--- config.mk ---
export PLATFORM = sky130hd
export DESIGN_NAME = display_scan_ctrl
export DESIGN_NICKNAME = d
export VERILOG_FILES = /design/src/rtl/display_scan_ctrl.sv
export SDC_FILE = /design/constraint.sdc
export NUM_CORES = 1
export LEC_CHECK = 0
export CAP_MARGIN = 20
export CORE_UTILIZATION = 51
export CTS_BUF_LIST = sky130_fd_sc_hd__clkbuf_8
export DETAILED_ROUTE_END_ITERATION = 10
export PLACE_DENSITY = 0.78
export RECOVER_POWER = 100
export SLEW_MARGIN = 20
export SYNTH_ARGS = -nofsm -noshare
export SYNTH_HDL_FRONTEND = slang
export SYNTH_SLANG_ARGS = --single-unit
--- constraint.sdc ---
create_clock -name clk -period 2.2 [get_ports clk]
set_input_delay 0.44 -clock clk [delete_from_list [all_inputs] [get_ports clk]]
set_output_delay 0.44 -clock clk [all_outputs]
set_load 0.005 [all_outputs]
--- src/rtl/display_scan_ctrl.sv ---
// Time-multiplexed 7-segment scan controller: blank gap + dwell per digit, frame-synchronous load.
// Optional per-digit blinking is compiled in with `define DISP_BLINK_EN.
module display_scan_ctrl #(
  parameter int unsigned NUM_DIGITS   = 4,
  parameter int unsigned DWELL_CYCLES = 50000,
  parameter int unsigned BLANK_CYCLES = 500,
  parameter int unsigned BLINK_FRAMES = 64
) (
  input  logic                    clk,
  input  logic                    reset,
  input  logic                    load,
  input  logic [4*NUM_DIGITS-1:0] digits_in,
  input  logic                    lz_blank,
  input  logic [NUM_DIGITS-1:0]   blink_mask,
  output logic                    load_ack,
  output logic [3:0]              bcd_out,
  output logic [NUM_DIGITS-1:0]   anode_n,
  output logic                    frame_done
);

  localparam int unsigned DW      = 4 * NUM_DIGITS;
  localparam int unsigned MAX_CYC = (DWELL_CYCLES > BLANK_CYCLES) ? DWELL_CYCLES : BLANK_CYCLES;
  localparam int unsigned CNT_W   = (MAX_CYC > 1) ? $clog2(MAX_CYC) : 1;
  localparam int unsigned IDX_W   = (NUM_DIGITS > 1) ? $clog2(NUM_DIGITS) : 1;

  typedef enum logic {ST_BLANK, ST_ON} state_e;

  state_e                state_q, state_d;
  logic [IDX_W-1:0]      idx_q, idx_d;
  logic [CNT_W-1:0]      cnt_q, cnt_d;
  logic [DW-1:0]         active_q, active_d;
  logic [DW-1:0]         pend_q, pend_d;
  logic                  pend_vld_q, pend_vld_d;
  logic                  frame_done_q, frame_done_d;
  logic                  load_ack_q, load_ack_d;
  logic [3:0]            bcd_q, bcd_d;
  logic [NUM_DIGITS-1:0] anode_n_q, anode_n_d;
  logic                  wrap_c;
  logic [NUM_DIGITS-1:0] blink_dark_c;

  // Scan FSM next state plus the frame-boundary load handshake
  always_comb begin
    state_d      = state_q;
    idx_d        = idx_q;
    cnt_d        = cnt_q + CNT_W'(1);
    active_d     = active_q;
    pend_d       = pend_q;
    pend_vld_d   = pend_vld_q;
    frame_done_d = 1'b0;
    load_ack_d   = 1'b0;
    wrap_c       = 1'b0;
    case (state_q)
      ST_BLANK: begin
        if (cnt_q == CNT_W'(BLANK_CYCLES - 1)) begin
          state_d = ST_ON;
          cnt_d   = '0;
        end
      end
      ST_ON: begin
        if (cnt_q == CNT_W'(DWELL_CYCLES - 1)) begin
          state_d = ST_BLANK;
          cnt_d   = '0;
          if (idx_q == IDX_W'(NUM_DIGITS - 1)) begin
            idx_d  = '0;
            wrap_c = 1'b1;
          end else begin
            idx_d = idx_q + IDX_W'(1);
          end
        end
      end
      default: begin
        state_d = ST_BLANK;
        cnt_d   = '0;
      end
    endcase
    frame_done_d = wrap_c;
    if (wrap_c && pend_vld_q) begin
      active_d   = pend_q;
      pend_vld_d = 1'b0;
      load_ack_d = 1'b1;
    end
    // A load on the boundary edge re-arms pending after the old value was applied
    if (load) begin
      pend_d     = digits_in;
      pend_vld_d = 1'b1;
    end
  end

  // Registered outputs are computed from next state so they line up with the FSM registers
  always_comb begin
    bcd_d     = 4'd0;
    anode_n_d = '1;
    for (int unsigned i = 0; i < NUM_DIGITS; i++) begin
      if (idx_d == IDX_W'(i)) begin
        bcd_d = active_d[4*i +: 4];
        if (state_d == ST_ON) begin
          anode_n_d[i] = blink_dark_c[i] ||
                         (lz_blank && (i == NUM_DIGITS - 1) && (active_d[DW-1 -: 4] == 4'd0));
        end
      end
    end
  end

  always_ff @(posedge clk) begin
    if (reset) begin
      state_q      <= ST_BLANK;
      idx_q        <= '0;
      cnt_q        <= '0;
      active_q     <= '0;
      pend_q       <= '0;
      pend_vld_q   <= 1'b0;
      frame_done_q <= 1'b0;
      load_ack_q   <= 1'b0;
      bcd_q        <= 4'd0;
      anode_n_q    <= '1;
    end else begin
      state_q      <= state_d;
      idx_q        <= idx_d;
      cnt_q        <= cnt_d;
      active_q     <= active_d;
      pend_q       <= pend_d;
      pend_vld_q   <= pend_vld_d;
      frame_done_q <= frame_done_d;
      load_ack_q   <= load_ack_d;
      bcd_q        <= bcd_d;
      anode_n_q    <= anode_n_d;
    end
  end

`ifdef DISP_BLINK_EN
  localparam int unsigned BF_W = (BLINK_FRAMES > 1) ? $clog2(BLINK_FRAMES) : 1;

  logic [BF_W-1:0] bcnt_q, bcnt_d;
  logic            phase_q, phase_d;

  // Blink phase flips every BLINK_FRAMES frame boundaries
  always_comb begin
    bcnt_d  = bcnt_q;
    phase_d = phase_q;
    if (wrap_c) begin
      if (bcnt_q == BF_W'(BLINK_FRAMES - 1)) begin
        bcnt_d  = '0;
        phase_d = ~phase_q;
      end else begin
        bcnt_d = bcnt_q + BF_W'(1);
      end
    end
  end

  always_ff @(posedge clk) begin
    if (reset) begin
      bcnt_q  <= '0;
      phase_q <= 1'b0;
    end else begin
      bcnt_q  <= bcnt_d;
      phase_q <= phase_d;
    end
  end

  assign blink_dark_c = phase_d ? blink_mask : '0;
`else
  logic unused_blink;
  assign unused_blink = (^blink_mask) ^ (BLINK_FRAMES == 0);
  assign blink_dark_c = '0;
`endif

  assign load_ack   = load_ack_q;
  assign bcd_out    = bcd_q;
  assign anode_n    = anode_n_q;
  assign frame_done = frame_done_q;

endmodule

==> results.md <==
- In the post-synthesis netlist, the cell with the most instances is sky130_fd_sc_hd__dfxtp_1.
- In the routed layout, each cell is associated on average with a via count of 5.34.
- The worst-case hold path end point is cnt_q[0]$_SDFF_PP0_.
- The maximum count of clock buffers along a single path is 2.
- The first global-routing pass estimated 8.32 mm of wire.
- After legalization and detailed placement, the total HPWL measured 3.48 mm.
- Across every metal layer, demand over resource in global routing totals 0.211.
- The H-tree was split into 3 levels.
- The share of synthesized area in the top cell type comes to 0.491.
- The maximum clock skew at final layout is 0.00852 ns.
- After synthesis, the share of cell area in mux cells is 0.133.
- For this design, the sink count on the clock tree is 62.
- The library cell occupying the most area in the post-synthesis netlist is sky130_fd_sc_hd__dfxtp_1.
- The power density over the cells is 705 nW/um2.
- The commonest cells after synthesis are sky130_fd_sc_hd__dfxtp_1 (62), sky130_fd_sc_hd__nor2_1 (59), sky130_fd_sc_hd__mux2i_1 (31), sky130_fd_sc_hd__a21oi_1 (10), sky130_fd_sc_hd__nand2_1 (10).
- Summing all multi-input logic gate instances after layout gives 1250 um2.
- The max-cap check violation count is 0.
- Compared with the post-synthesis result, the final layout area differs by 29.4%.
- The count of endpoints failing hold in the final timing report came to 0.
- After synthesis the netlist holds a flip-flop and latch count of 62.
- Once routing completed, OpenROAD measured the worst setup slack at 0.00147 ns.
- For met2 alone, demand over resource in global routing was 0.330.
- Buffers inserted during clock tree synthesis total 9.
- The detailed-route wire length per cell is 13.1 um.
- The synthesized design contains 0 enable-type register cells.
- The post-synthesis cell type count is 35.
- The die covers 5250 um2.
- The number of warning messages in the yosys log is 0.
- The number of nets with antenna violations after detailed routing is 0.
- Wires add up to 5.06 mm.
- Synthesis produced a netlist with a net count of 289.
- Of the total synthesized cell area, the portion taken by XOR and XNOR cells is 0.0485.
- The number of standard-cell rows in the floorplan is 25.
- The number of antenna diodes in the final layout is 0.
- The count of boundary I/O pins is 34.
- After routing the design area is 3270 um2.
- Summing all placed instances gives a cell area of 3030 um2.
- Summing every instance area after synthesis gives 2530 um2.
- The type of destination of the critical path is a flop.
- The combinational family with the most area after synthesis is simple AND/OR/NAND/NOR gates.
- The count of cells along the worst hold path is 1.
- The setup violation total in the final timing report is 0.
- The fill cell instance count of the final layout is 371.
- In the global route stage, met3 resource usage came out at 0.0806.
- For this run, the post-layout net count is 339.
- Routability-driven placement finished with a final weighted congestion of 0.791.
- The routing usage on met1 is 0.260.
- Entering global routing, the biggest net connects 37 pins.
- The flip-flop and latch area is 1240 um2.
- The detailed router's first-iteration violation count is 124.
- The height of the die is 72.4 um.
- The number of global-route vias before repair is 1880.
- Before CTS, the worst setup slack after placement is -0.00760 ns.
- The worst setup path is launched from a flop.
- Setup repair after global routing could not meet its margin everywhere.
- met2 is the most crowded layer.
- The critical path is of the reg2reg type.
- The area of the core is 4750 um2.
- Headroom to the max-slew limit came out at 0.198.
- The ratio of final minimum period to clock period is 0.999.
- The smallest clock period supported by the final layout is computed as 2.20 ns.
- Counting cells, the worst reg-to-reg path comes to 6.
- For the worst setup path, the data required time is 2.43 ns.
- The worst register-to-register path begins at cnt_q[8]$_SDFF_PP0_.
- For this run, the detailed router's first-pass iteration total came to 4.
- Among all flip-flop cells after synthesis, the most frequent one is sky130_fd_sc_hd__dfxtp_1.
- The number of antenna violations at the first check in global routing is 0.
- After synthesis, the mean cell area works out to 9.62 um2.
- The hold path startpoint is cnt_q[0]$_SDFF_PP0_.
- The effective utilization at floorplan is 0.532.
- The minimum setup slack among reg-to-reg paths is 0.001 ns.
- The final hold slack is 0.465 ns.
- In this run the worst path has a maximum fanout of 7.
- In the synthesized netlist the async set-or-reset flop fraction comes to 0.
- The total of buffers placed on input and output ports is 29.
- The root buffer selected by CTS is sky130_fd_sc_hd__clkbuf_8.
- After clock tree synthesis, the clock-pin slew on the worst setup and hold paths is 0.07 ns.
- The reported leakage power is 1.27 nW.
- After technology mapping, the gate count stands at 263.
- The actual transition at the worst max-transition pin is 1.20 ns.
- The area fraction in and, or, nand and nor cells after synthesis is 0.197.
- The TritonCTS clock tree is built.
- After synthesis, the cell types taking the most area are sky130_fd_sc_hd__dfxtp_1 (49%), sky130_fd_sc_hd__mux2i_1 (12%), sky130_fd_sc_hd__nor2_1 (8.8%).
- The flow ran to the end, and the final reports show no timing, DRC or antenna violations.
- The maximum achievable frequency is 0.455 GHz.
- For the worst-skew pair, the clock arrives at the later sink with an insertion delay of 0.35 ns.
- The overall via count from detail_route is 2056.
- The post-synthesis share of cell area spent on full adders, half adders and majority gates is 0.00989.
- The arrival time at the worst endpoint is 2.43 ns.
- The max-slew violation count is 0.
- In this run the worst hold path is classified as reg2reg.
- The sequential fraction of the synthesis area is 0.491.
- The accumulated negative setup slack is 0 ns.
- The detailed-route DRC error count is 0.
- The complex-gate fraction of the synthesized area is 0.0861.
- Of the cells placed in the final design, the portion with a size suffix greater than 1 is 0.167.
- The total global routing overflow is 0.
- VDD sags by at most 0.000478 V.
- The worst register-to-register path ends at bcd_out[3]$_SDFF_PP0_.
- The utilization after layout is 0.689.
- From left edge to right edge, the die measures 72.4 um.
-- critical path: stages (launching register included) --
cell                       delay, ns
sky130_fd_sc_hd__dfxtp_2        0.33
sky130_fd_sc_hd__or4bb_4        0.54
sky130_fd_sc_hd__nor4_4         0.29
sky130_fd_sc_hd__buf_6          0.18
sky130_fd_sc_hd__mux2i_4        0.38
sky130_fd_sc_hd__mux2i_2        0.27
sky130_fd_sc_hd__a211oi_2       0.09
-- where the power goes --
group          internal (mW)  switching, mW  leakage [nW]
sequential              1.15         0.0188         0.505
combinational         0.0618         0.0486         0.664
clock                  0.582          0.453        0.0976
-- cells in the final DEF, fill, tap and decap left out, types with 3 or more instances in the layout --
cell type / count
sky130_fd_sc_hd__clkbuf_8: 11
sky130_fd_sc_hd__mux2i_1: 29
sky130_fd_sc_hd__inv_1: 6
sky130_fd_sc_hd__clkdlybuf4s50_1: 18
sky130_fd_sc_hd__nor2_1: 59
sky130_fd_sc_hd__nand3_1: 5
sky130_fd_sc_hd__nor3_1: 3
sky130_fd_sc_hd__nand4_1: 4
sky130_fd_sc_hd__a211oi_2: 6
sky130_fd_sc_hd__nand3b_1: 3
sky130_fd_sc_hd__nand2_1: 10
sky130_fd_sc_hd__buf_4: 18
sky130_fd_sc_hd__xnor2_1: 8
sky130_fd_sc_hd__nand2b_1: 3
sky130_fd_sc_hd__dfxtp_1: 60
sky130_fd_sc_hd__dlygate4sd3_1: 11
sky130_fd_sc_hd__clkinvlp_4: 3
sky130_fd_sc_hd__o221ai_1: 4
sky130_fd_sc_hd__a21boi_0: 8
sky130_fd_sc_hd__xor2_1: 6
sky130_fd_sc_hd__nor4_1: 4
sky130_fd_sc_hd__a21oi_1: 10
-- metrics by stage --
| step | total power [mW] | cells |
|---|---|---|
| finish | 2.31 | 385 |
| global route | 2.38 | 385 |
| CTS | 2.32 | 385 |
| detailed placement | 1.30 | 369 |
| global placement | 1.29 | 369 |
| floorplan | 1.25 | 263 |
-- worst max path at each step --
stage / from / end / slack (ns) / cells after the start
2_1_floorplan: cnt_q[8]$_SDFF_PP0_ / bcd_out[0]$_SDFF_PP0_ / 0.003 / 5
3_3_place_gp: cnt_q[8]$_SDFF_PP0_ / bcd_out[1]$_SDFF_PP0_ / 0.009 / 6
3_5_place_dp: cnt_q[8]$_SDFF_PP0_ / bcd_out[1]$_SDFF_PP0_ / -0.008 / 6
4_1_cts: cnt_q[8]$_SDFF_PP0_ / bcd_out[2]$_SDFF_PP0_ / 0.02 / 6
5_1_grt: cnt_q[8]$_SDFF_PP0_ / bcd_out[3]$_SDFF_PP0_ / -0.09 / 6
6_report: cnt_q[8]$_SDFF_PP0_ / bcd_out[3]$_SDFF_PP0_ / 0.001 / 6
-- sequential cells by signal, indices dropped and copies added (netlist names) --
register    flops
pend_vld_q      1
idx_q           2
state_q         1
bcd_out         4
pend_q         16
anode_n         4
frame_done      1
cnt_q          16
load_ack        1
active_q       16
-- layout make-up --
cell class,count,area share
clock buffers,11,0.0462
clock inverters,5,0.0176
inverters,6,0.00688
multi-input cells,184,0.383
flip-flops and latches,62,0.380
well taps,67,0.0256
repair buffers,50,0.141
-- cells by family (layout without fill, tap and decap cells) --
| group | count (synthesis) | in the layout |
|---|---|---|
| simple gates | 103 | 103 |
| buf+inv | 17 | 72 |
| mux | 33 | 33 |
| flops | 62 | 62 |
| compound gates | 32 | 32 |
| fa+ha+maj | 2 | 2 |
| xor+xnor | 14 | 14 |
-- metal layers --
| metal | wire, um | up-vias |
|---|---|---|
| met5 | 0 | - |
| met3 | 212 | 11 |
| met1 | 2410 | 984 |
| met4 | 100 | 0 |
| li1 | - | 1016 |
| met2 | 2340 | 45 |
-- timing repair --
action | in CTS | in global routing
hold buffers | 0 | 0
pin swaps | 0 | 1
endpoints found under the hold margin | 0 | 0
buffers inserted | 0 | 0
endpoints found under the setup margin | 2 | 8
gates resized for setup | 3 | 7
No activity file was read; power rests on OpenSTA's default activity.
